### src/rtl/drumbit_pkg.sv
// Shared types for the drumbit sequencer and player.
// Used by step_player (optional swing build: STEP_PLAYER_SWING_EN).
package drumbit_pkg;

  localparam int unsigned NUM_STEPS = 8;
  localparam int unsigned NUM_SMPL  = 4;

  typedef logic [2:0] step_t;
  typedef logic [NUM_SMPL-1:0] smpl_t;

  typedef enum logic [1:0] {
    P_STOP,
    P_RUN,
    P_PAUSE
  } player_state_t;

endpackage

### src/rtl/step_player_if.sv
// Transport, pattern and trigger signals between the controller and step_player.
// The swing_on signal exists only when STEP_PLAYER_SWING_EN is defined.
interface step_player_if #(
  parameter int unsigned CNT_W = 16
);
  import drumbit_pkg::*;

  logic             play_pause;
  logic             stop;
  logic [CNT_W-1:0] period;
`ifdef STEP_PLAYER_SWING_EN
  logic             swing_on;
`endif
  smpl_t            seq_smpl_1;
  smpl_t            seq_smpl_2;
  smpl_t            seq_smpl_3;
  smpl_t            seq_smpl_4;
  smpl_t            seq_smpl_5;
  smpl_t            seq_smpl_6;
  smpl_t            seq_smpl_7;
  smpl_t            seq_smpl_8;
  smpl_t            trig;
  step_t            step_idx;
  logic             step_tick;
  logic             bar_start;
  logic             playing;

  modport master (
`ifdef STEP_PLAYER_SWING_EN
    output swing_on,
`endif
    output play_pause, stop, period,
    output seq_smpl_1, seq_smpl_2, seq_smpl_3, seq_smpl_4,
    output seq_smpl_5, seq_smpl_6, seq_smpl_7, seq_smpl_8,
    input  trig, step_idx, step_tick, bar_start, playing
  );

  modport slave (
`ifdef STEP_PLAYER_SWING_EN
    input  swing_on,
`endif
    input  play_pause, stop, period,
    input  seq_smpl_1, seq_smpl_2, seq_smpl_3, seq_smpl_4,
    input  seq_smpl_5, seq_smpl_6, seq_smpl_7, seq_smpl_8,
    output trig, step_idx, step_tick, bar_start, playing
  );

endinterface

### src/rtl/tempo_timer.sv
// Per-step cycle counter producing a boundary strobe at the end of each step.
// Swing step lengths are compiled in with STEP_PLAYER_SWING_EN.
module tempo_timer
  import drumbit_pkg::*;
#(
  parameter int unsigned CNT_W = 16
) (
  input  logic             clk,
  input  logic             rst,
  input  logic             run_i,
  input  logic             clear_i,
  input  logic [CNT_W-1:0] period_i,
`ifdef STEP_PLAYER_SWING_EN
  input  step_t            step_idx_i,
  input  logic             swing_on_i,
`endif
  output logic             boundary_o
);

  logic [CNT_W-1:0] cnt_q, cnt_d;
  logic [CNT_W:0]   per_ext;
  logic [CNT_W:0]   quarter;
  logic [CNT_W:0]   limit;

  assign per_ext = {1'b0, period_i};
  assign quarter = per_ext >> 2;

  // One extra bit keeps the long swing step from wrapping.
  always_comb begin
    limit = (period_i == '0) ? '0 : per_ext - 1'b1;
`ifdef STEP_PLAYER_SWING_EN
    if (swing_on_i && (|period_i[CNT_W-1:2])) begin
      limit = step_idx_i[0] ? (per_ext - quarter - 1'b1) : (per_ext + quarter - 1'b1);
    end
`endif
  end

  assign boundary_o = run_i && ({1'b0, cnt_q} >= limit);

  always_comb begin
    cnt_d = cnt_q;
    if (clear_i) begin
      cnt_d = '0;
    end else if (run_i) begin
      cnt_d = boundary_o ? '0 : cnt_q + 1'b1;
    end
  end

  always_ff @(posedge clk) begin
    if (rst) begin
      cnt_q <= '0;
    end else begin
      cnt_q <= cnt_d;
    end
  end

endmodule

### src/rtl/step_player.sv
// Step sequencer playback: transport FSM, step pointer and registered trigger pulses.
// Define STEP_PLAYER_SWING_EN to enable swing timing via bus.swing_on.
module step_player
  import drumbit_pkg::*;
#(
  parameter int unsigned CNT_W     = 16,
  parameter int unsigned NUM_STEPS = 8
) (
  input logic        clk,
  input logic        rst,
  step_player_if.slave bus
);

  player_state_t state_q;
  step_t         step_q;
  smpl_t         trig_q;
  logic          tick_q;
  logic          bar_q;
  logic          playing_q;

  smpl_t [7:0]   pats;
  step_t         next_step;
  logic          advance;
  logic          clear;
  logic          boundary;

  assign pats = {bus.seq_smpl_8, bus.seq_smpl_7, bus.seq_smpl_6, bus.seq_smpl_5,
                 bus.seq_smpl_4, bus.seq_smpl_3, bus.seq_smpl_2, bus.seq_smpl_1};

  assign next_step = (step_q == step_t'(NUM_STEPS - 1)) ? '0 : step_q + 3'd1;

  // Stop and pause both take priority over a step boundary in the same cycle.
  assign advance = (state_q == P_RUN) && !bus.stop && !bus.play_pause;
  assign clear   = bus.stop || (state_q == P_STOP);

  tempo_timer #(
    .CNT_W(CNT_W)
  ) u_timer (
    .clk        (clk),
    .rst        (rst),
    .run_i      (advance),
    .clear_i    (clear),
    .period_i   (bus.period),
`ifdef STEP_PLAYER_SWING_EN
    .step_idx_i (step_q),
    .swing_on_i (bus.swing_on),
`endif
    .boundary_o (boundary)
  );

  always_ff @(posedge clk) begin
    if (rst) begin
      state_q   <= P_STOP;
      step_q    <= '0;
      trig_q    <= '0;
      tick_q    <= 1'b0;
      bar_q     <= 1'b0;
      playing_q <= 1'b0;
    end else begin
      trig_q <= '0;
      tick_q <= 1'b0;
      bar_q  <= 1'b0;
      unique case (state_q)
        P_STOP: begin
          if (bus.play_pause && !bus.stop) begin
            state_q   <= P_RUN;
            step_q    <= '0;
            trig_q    <= pats[0];
            tick_q    <= 1'b1;
            bar_q     <= 1'b1;
            playing_q <= 1'b1;
          end
        end
        P_RUN: begin
          if (bus.stop) begin
            state_q   <= P_STOP;
            step_q    <= '0;
            playing_q <= 1'b0;
          end else if (bus.play_pause) begin
            state_q   <= P_PAUSE;
            playing_q <= 1'b0;
          end else if (boundary) begin
            step_q <= next_step;
            trig_q <= pats[next_step];
            tick_q <= 1'b1;
            bar_q  <= (next_step == '0);
          end
        end
        P_PAUSE: begin
          if (bus.stop) begin
            state_q <= P_STOP;
            step_q  <= '0;
          end else if (bus.play_pause) begin
            state_q   <= P_RUN;
            playing_q <= 1'b1;
          end
        end
        default: state_q <= P_STOP;
      endcase
    end
  end

  assign bus.trig      = trig_q;
  assign bus.step_idx  = step_q;
  assign bus.step_tick = tick_q;
  assign bus.bar_start = bar_q;
  assign bus.playing   = playing_q;

endmodule

### src/flat_wrapper.sv
// flat-port wrapper written by rule: the top's interface ports become plain ports
module step_player_flat import drumbit_pkg::*;
#(
  parameter int unsigned CNT_W     = 16,
  parameter int unsigned NUM_STEPS = 8
)
  (clk, rst, bus_play_pause, bus_stop, bus_period, bus_seq_smpl_1, bus_seq_smpl_2, bus_seq_smpl_3, bus_seq_smpl_4, bus_seq_smpl_5, bus_seq_smpl_6, bus_seq_smpl_7, bus_seq_smpl_8, bus_trig, bus_step_idx, bus_step_tick, bus_bar_start, bus_playing);
  step_player_if #(.CNT_W(CNT_W)) bus_i ();
  input logic clk;
  input logic rst;
  input wire logic [$bits(bus_i.play_pause)-1:0] bus_play_pause;
  input wire logic [$bits(bus_i.stop)-1:0] bus_stop;
  input wire logic [$bits(bus_i.period)-1:0] bus_period;
  input wire logic [$bits(bus_i.seq_smpl_1)-1:0] bus_seq_smpl_1;
  input wire logic [$bits(bus_i.seq_smpl_2)-1:0] bus_seq_smpl_2;
  input wire logic [$bits(bus_i.seq_smpl_3)-1:0] bus_seq_smpl_3;
  input wire logic [$bits(bus_i.seq_smpl_4)-1:0] bus_seq_smpl_4;
  input wire logic [$bits(bus_i.seq_smpl_5)-1:0] bus_seq_smpl_5;
  input wire logic [$bits(bus_i.seq_smpl_6)-1:0] bus_seq_smpl_6;
  input wire logic [$bits(bus_i.seq_smpl_7)-1:0] bus_seq_smpl_7;
  input wire logic [$bits(bus_i.seq_smpl_8)-1:0] bus_seq_smpl_8;
  output wire logic [$bits(bus_i.trig)-1:0] bus_trig;
  output wire logic [$bits(bus_i.step_idx)-1:0] bus_step_idx;
  output wire logic [$bits(bus_i.step_tick)-1:0] bus_step_tick;
  output wire logic [$bits(bus_i.bar_start)-1:0] bus_bar_start;
  output wire logic [$bits(bus_i.playing)-1:0] bus_playing;
  assign bus_i.play_pause = bus_play_pause;
  assign bus_i.stop = bus_stop;
  assign bus_i.period = bus_period;
  assign bus_i.seq_smpl_1 = bus_seq_smpl_1;
  assign bus_i.seq_smpl_2 = bus_seq_smpl_2;
  assign bus_i.seq_smpl_3 = bus_seq_smpl_3;
  assign bus_i.seq_smpl_4 = bus_seq_smpl_4;
  assign bus_i.seq_smpl_5 = bus_seq_smpl_5;
  assign bus_i.seq_smpl_6 = bus_seq_smpl_6;
  assign bus_i.seq_smpl_7 = bus_seq_smpl_7;
  assign bus_i.seq_smpl_8 = bus_seq_smpl_8;
  assign bus_trig = bus_i.trig;
  assign bus_step_idx = bus_i.step_idx;
  assign bus_step_tick = bus_i.step_tick;
  assign bus_bar_start = bus_i.bar_start;
  assign bus_playing = bus_i.playing;
  step_player #(.CNT_W(CNT_W), .NUM_STEPS(NUM_STEPS)) u_core (.clk(clk), .rst(rst), .bus(bus_i));
endmodule
### config.mk
export PLATFORM = sky130hd
export DESIGN_NAME = step_player_flat
export DESIGN_NICKNAME = d
export VERILOG_FILES = /design/src/rtl/drumbit_pkg.sv /design/src/rtl/step_player_if.sv /design/src/rtl/tempo_timer.sv /design/src/rtl/step_player.sv /design/src/flat_wrapper.sv
export SDC_FILE = /design/constraint.sdc
export NUM_CORES = 1
export LEC_CHECK = 0
export BUFFER_PORTS_ARGS = -buffer_cell sky130_fd_sc_hd__buf_2
export CAP_MARGIN = 10
export CORE_MARGIN = 3
export CORE_UTILIZATION = 54
export DETAILED_ROUTE_END_ITERATION = 8
export PLACE_DENSITY = 0.81
export SLEW_MARGIN = 20
export SYNTH_ARGS = -nofsm -noshare
export SYNTH_HDL_FRONTEND = slang
export SYNTH_SLANG_ARGS = --single-unit
### constraint.sdc
create_clock -name clk -period 4.7 [get_ports clk]
set_input_delay 0.705 -clock clk [delete_from_list [all_inputs] [get_ports clk]]
set_output_delay 0.705 -clock clk [all_outputs]
set_load 0.05 [all_outputs]
# After elaboration in Yosys (flattened, before gate mapping)
# Cells that the tools add are included.
[classes]
add_sub_neg = 3
n_mul = 0
div = 0
magnitude_cmp = 2
eq_ne = 11
n_shift = 0
mux = 37
bitwise = 0
n_reduce_logical = 15
[op_table]
columns = ["cell", "n"]
rows = [
  ["4-bit 2-to-1 mux", 5],
  ["3-bit 2-to-1 mux", 6],
  ["16-bit by 17-bit greater-or-equal comparator with 1-bit output", 1],
  ["17-bit 2-to-1 mux", 1],
  ["16-bit by 1-bit subtractor with 17-bit output (second input constant)", 1],
  ["16-bit by 1-bit adder with 16-bit output (second input constant)", 1],
  ["16-bit logical NOT", 1],
  ["16-bit 2-to-1 mux", 1],
  ["4-bit binary-select mux with 3-bit select", 1],
  ["1-bit 2-to-1 mux", 12],
  ["3-bit != test (second input constant)", 4],
  ["2-bit 2-to-1 mux", 5],
  ["5-bit AND reduction", 2],
  ["3-bit case mux with 3 select lines", 1],
  ["2-bit != test (second input constant)", 4],
  ["4-bit case mux with 2 select lines", 1],
  ["2-bit case mux with 3 select lines", 1],
  ["1-bit logical AND", 4],
  ["3-bit by 4-bit less-than comparator with 1-bit output (second input constant)", 1],
  ["1-bit case mux with 2 select lines", 2],
  ["3-bit by 1-bit adder with 3-bit output (second input constant)", 1],
  ["3-bit == test (second input constant)", 1],
  ["3-bit logical NOT", 1],
  ["1-bit case mux with 3 select lines", 1],
  ["other kinds (8)", 9],
]
[totals]
register_bits = 28
latch_bits = 0
ramBits = 0
mem_bits_ro = 0
output_inout_bits = 10
elab_cells = 75
memories = 0

# Depth between registers and ports, before layout
[depth]
ltp_word = 8
mapped_depth = 14
depth_no_buf = 13

# By module
# Synthesis repeated with hierarchy kept, for this count alone.
[unflattened]
hier_cells = 291
area_unflattened_um2 = 2318.5
[modules_own_cells]
columns = ["mod", "instances", "cells_each", "area_each_um2"]
rows = [
  ["tempo_timer", 1, 181, 1416.4],
  ["step_player", 1, 110, 902.1],
]

# Worst setup path before layout
# OpenSTA, ideal clock, no wires.
[synth_timing]
path_kind = "input port to flip-flop"
startpoint = "input bus_period[0]"
endpoint = "register u_core.u_timer.cnt_q[10]"
setup_ns = 0.086
arrival_time_ns = 3.411
setup_slack_ns = 1.203
stages = 14
cell_sequence = "inv_1 -> ha_1 -> nor4b_1 -> and3_1 -> nand2_1 -> clkbuf_1 -> nand2_1 -> ha_1 -> nand4_1 -> nor4_1 -> o21bai_1 -> nand3_2 -> buf_2 -> a211oi_1"
[synth_between]
elab_chain_cells = 5
word_cells_on_any_way = 6
classes_between = "1 x add/sub; 1 x order compare; 2 x mux; 2 x reduce/logical"
[synth_lines]
columns = ["item", "line", "source"]
rows = [
  ["from (decl)", "flat_wrapper.sv:13", "input wire logic [$bits(bus_i.period)-1:0] bus_period;"],
  ["16-bit by 1-bit subtractor with 17-bit output or 16-bit logical NOT (tied branches)", "tempo_timer.sv:30", "limit = (period_i == '0) ? '0 : per_ext - 1'b1;"],
  ["17-bit 2-to-1 mux *", "tempo_timer.sv:30", ""],
  ["16-bit by 17-bit greater-or-equal comparator with 1-bit output *", "tempo_timer.sv:38", "assign boundary_o = run_i && ({1'b0, cnt_q} >= limit);"],
  ["1-bit logical AND *", "tempo_timer.sv:38", ""],
  ["16-bit 2-to-1 mux *", "tempo_timer.sv:45", "cnt_d = boundary_o ? '0 : cnt_q + 1'b1;"],
  ["to (signal assigned)", "tempo_timer.sv:53", "cnt_q <= cnt_d;"],
  ["to (decl)", "tempo_timer.sv:20", "logic [CNT_W-1:0] cnt_q, cnt_d;"],
]
# Mark *: on every way between the ends. The rest lies on a longest branch, timed or not.
# A chain may end at the register's enable or synchronous reset.

# Final worst setup path
[layout_timing]
startpoint = "input bus_period[0]"
endpoint = "register u_core.u_timer.cnt_q[11]"
# The elaborated chain is that of the path after synthesis.

==> metrics.txt <==
hold bufs inserted after CTS 0; Leakage 1.20 nW; routing usage on met1 0.285; Slew @ Worst Pin 1.06 ns; worst skew pair latency 0.28 ns; Most Crowded Layer GR met2; met2 usage 0.349; Pint 0.338 mW; largest net degree at the start of global routing 24; register area share after synthesis 0.236; switching power 0.124 mW; Sw Ratio 0.268; final setup violation count 0; crit start category primary input; die height 72.4 um; WL final 5470 um; max-slew violation count 0; CTS Buf Count 3; Yosys reg bits 28; CTS clk-pin slew, worst paths 0.09 ns; port bufs 61; GRT overflow 0; Layout area overhead 15.0%; # DRC 0; post-synthesis instance total 277; Initial DRC Count 77; Via-to-Cell Ratio 5.81; Row Count 23; Initial Utilization 0.578; Clock Sinks 28; initial antenna violation count 0; final period demand of the worst path 3.82 ns; most instantiated library cell after synthesis dfxtp_1; post-CTS sizing 0; total power 0.462 mW; average wire per standard cell 14.4 um; Antenna Nets Post-Route 0; CP Capture Type flip-flop; EDFF count, synth 0; Synth Area per Inst 8.59 um^2; hpwl dp 4290 um; syn nets 349; share of layout cells above drive strength 1 0.249; Clock Path Buffers 2; Core Region 4120 um^2; H-tree depth 1; ys async rst share 0; Nets 403; ys flop type dfxtp_1; sequential share of power 0.524; pre-CTS setup slack 0.617 ns; Yosys warning count 0; Mapped Area 2380 um^2; TritonRoute pass-1 iters 4; buffers and inverters on the worst path 2; crit-path max FO 16; final setup TNS 0 ns; Synth top cells by count 28 x dfxtp_1, 27 x nand2_1, 21 x a211oi_1; Final Cycle Share 0.812; status finished clean; antenna diode count 0; slowest cell on the critical path o21bai_1; clock share of power 0.286; critical path's top delay family simple AND/OR/NAND/NOR gates; Worst Path Class, Setup in -> reg; Comb power frac 0.190; critical path's largest stage delay 0.48 ns; Synth area leaders dfxtp_1 24%, ha_1 11%, a211oi_1 6.6%, xor2_1 4.8%, mux4_2 4.7%; Setup Skew 0.00563 ns; RSZ-0062 raised after global routing false; placer congestion estimate 0.863; Slew headroom 0.288; die area 5240 um^2; pwr dens 169 nW/um^2; final worst setup slack 0.883 ns; peak supply drop 0.000118 V; Root Buffer clkbuf_8; max cap viols 0; first-pass GRT wire length 8890 um; top-area cell type share of the netlist area 0.236; Crit path required time 4.89 ns; crit path DAT 4.00 ns; hold crit path type reg -> reg; via count 2202; TritonCTS clock tree yes; Hold Fails Final Rpt 0; gr usage total 0.210; CP Cell Sequence buf_2 > inv_1 > ha_1 > nor4b_1 > and3_1 > nand2_1 > nand2_1 > ha_1 > a21oi_1 > o21ai_0 > o21bai_1 > nand3_2 > a211oi_1; I/O Pins 62; width of the chip 72.4 um; Synth area leader dfxtp_1; number of global-route vias before repair 2002; met3 usage 0.0291; fmax 262 MHz; number of distinct library cells after synthesis 52; post-CTS setup buffer count 0
## layout make-up
| cell class | count | area (um^2) |
|---|---|---|
| well taps | 50 | 62.6 |
| flip-flops and latches | 28 | 561 |
| clock buffers | 3 | 41.3 |
| fillers | 361 | 1380 |
| repair buffers | 62 | 313 |
| multi-input cells | 224 | 1710 |
| inverters | 12 | 45.0 |
## worst register-to-register path, delay by kind of cell, from the launching register on
kind / cells / cell delay [ns]
flops: 1 / 0.45
fa+ha+maj: 2 / 0.49
simple gates: 1 / 0.38
compound gates: 2 / 0.44
mux: 1 / 0.58
## sequential cells by signal, indices dropped and copies added (netlist names)
name	count
u_core.bus.bar_start	1
u_core.bus.step_idx	3
u_core.u_timer.cnt_q	16
u_core.state_q	2
u_core.bus.trig	4
u_core.bus.step_tick	1
u_core.bus.playing	1
## stage by stage
stage	cell area, um^2	utilization	hold slack (ns)	cells
3_3_place_gp	2690	0.654	0.477	376
4_1_cts	2730	0.664	0.509	379
2_1_floorplan	2380	-	0.523	277
3_5_place_dp	2690	0.654	0.496	376
5_1_grt	2740	0.665	0.527	379
6_report	2740	0.665	0.500	379
## final timing paths
| path | start | end | slack [ns] | cells past startpoint |
|---|---|---|---|---|
| worst max-delay path | bus_period[0] | u_core.u_timer.cnt_q[11] | 0.88 | 13 |
| worst min register to register | u_core.bus.playing | u_core.bus.playing | 0.50 | 2 |
| worst min-delay path | u_core.bus.playing | u_core.bus.playing | 0.50 | 2 |
| worst max register to register | u_core.bus.step_idx[0] | u_core.bus.trig[3] | 2.26 | 6 |
## cells in the final DEF, fill, tap and decap left out, types with 5 or more instances in the layout
cell and n:
buf_2 61, dfxtp_1 28, nand2_1 27, a211oi_1 21
ha_1 20, nor2_1 15, xor2_1 13, inv_1 12
xnor2_1 12, a21oi_1 10, a21o_1 9, nor3_1 8
nand3_1 8, nor4_1 6, nand2b_1 6, nand4_1 6
mux4_2 5
## per-layer routing
metal | up-vias | wire (um)
li1 | 1151 | -
met1 | 991 | 2590
met2 | 56 | 2530
met3 | 4 | 290
met4 | 0 | 52
met5 | - | 0
## power by group through the flow
stage          combinational, mW  sequential [mW]  clock, mW
2_1_floorplan             0.0450            0.254          0
3_3_place_gp              0.0850            0.248          0
3_5_place_dp              0.0872            0.248          0
4_1_cts                   0.0878            0.242      0.131
5_1_grt                   0.0976            0.243      0.140
6_report                  0.0879            0.242      0.132
## kinds of logic after synthesis
family                     after synthesis  synth area share
and+or+nand+nor                         99             0.231
AOI/OAI and AO/OA                       71             0.227
DFF                                     28             0.236
xor gates and xnor gates                25            0.0921
buffers and inverters                   25            0.0452
adders and majority gates               20             0.105
muxes                                    9            0.0642
No activity file was read; power rests on OpenSTA's default activity.
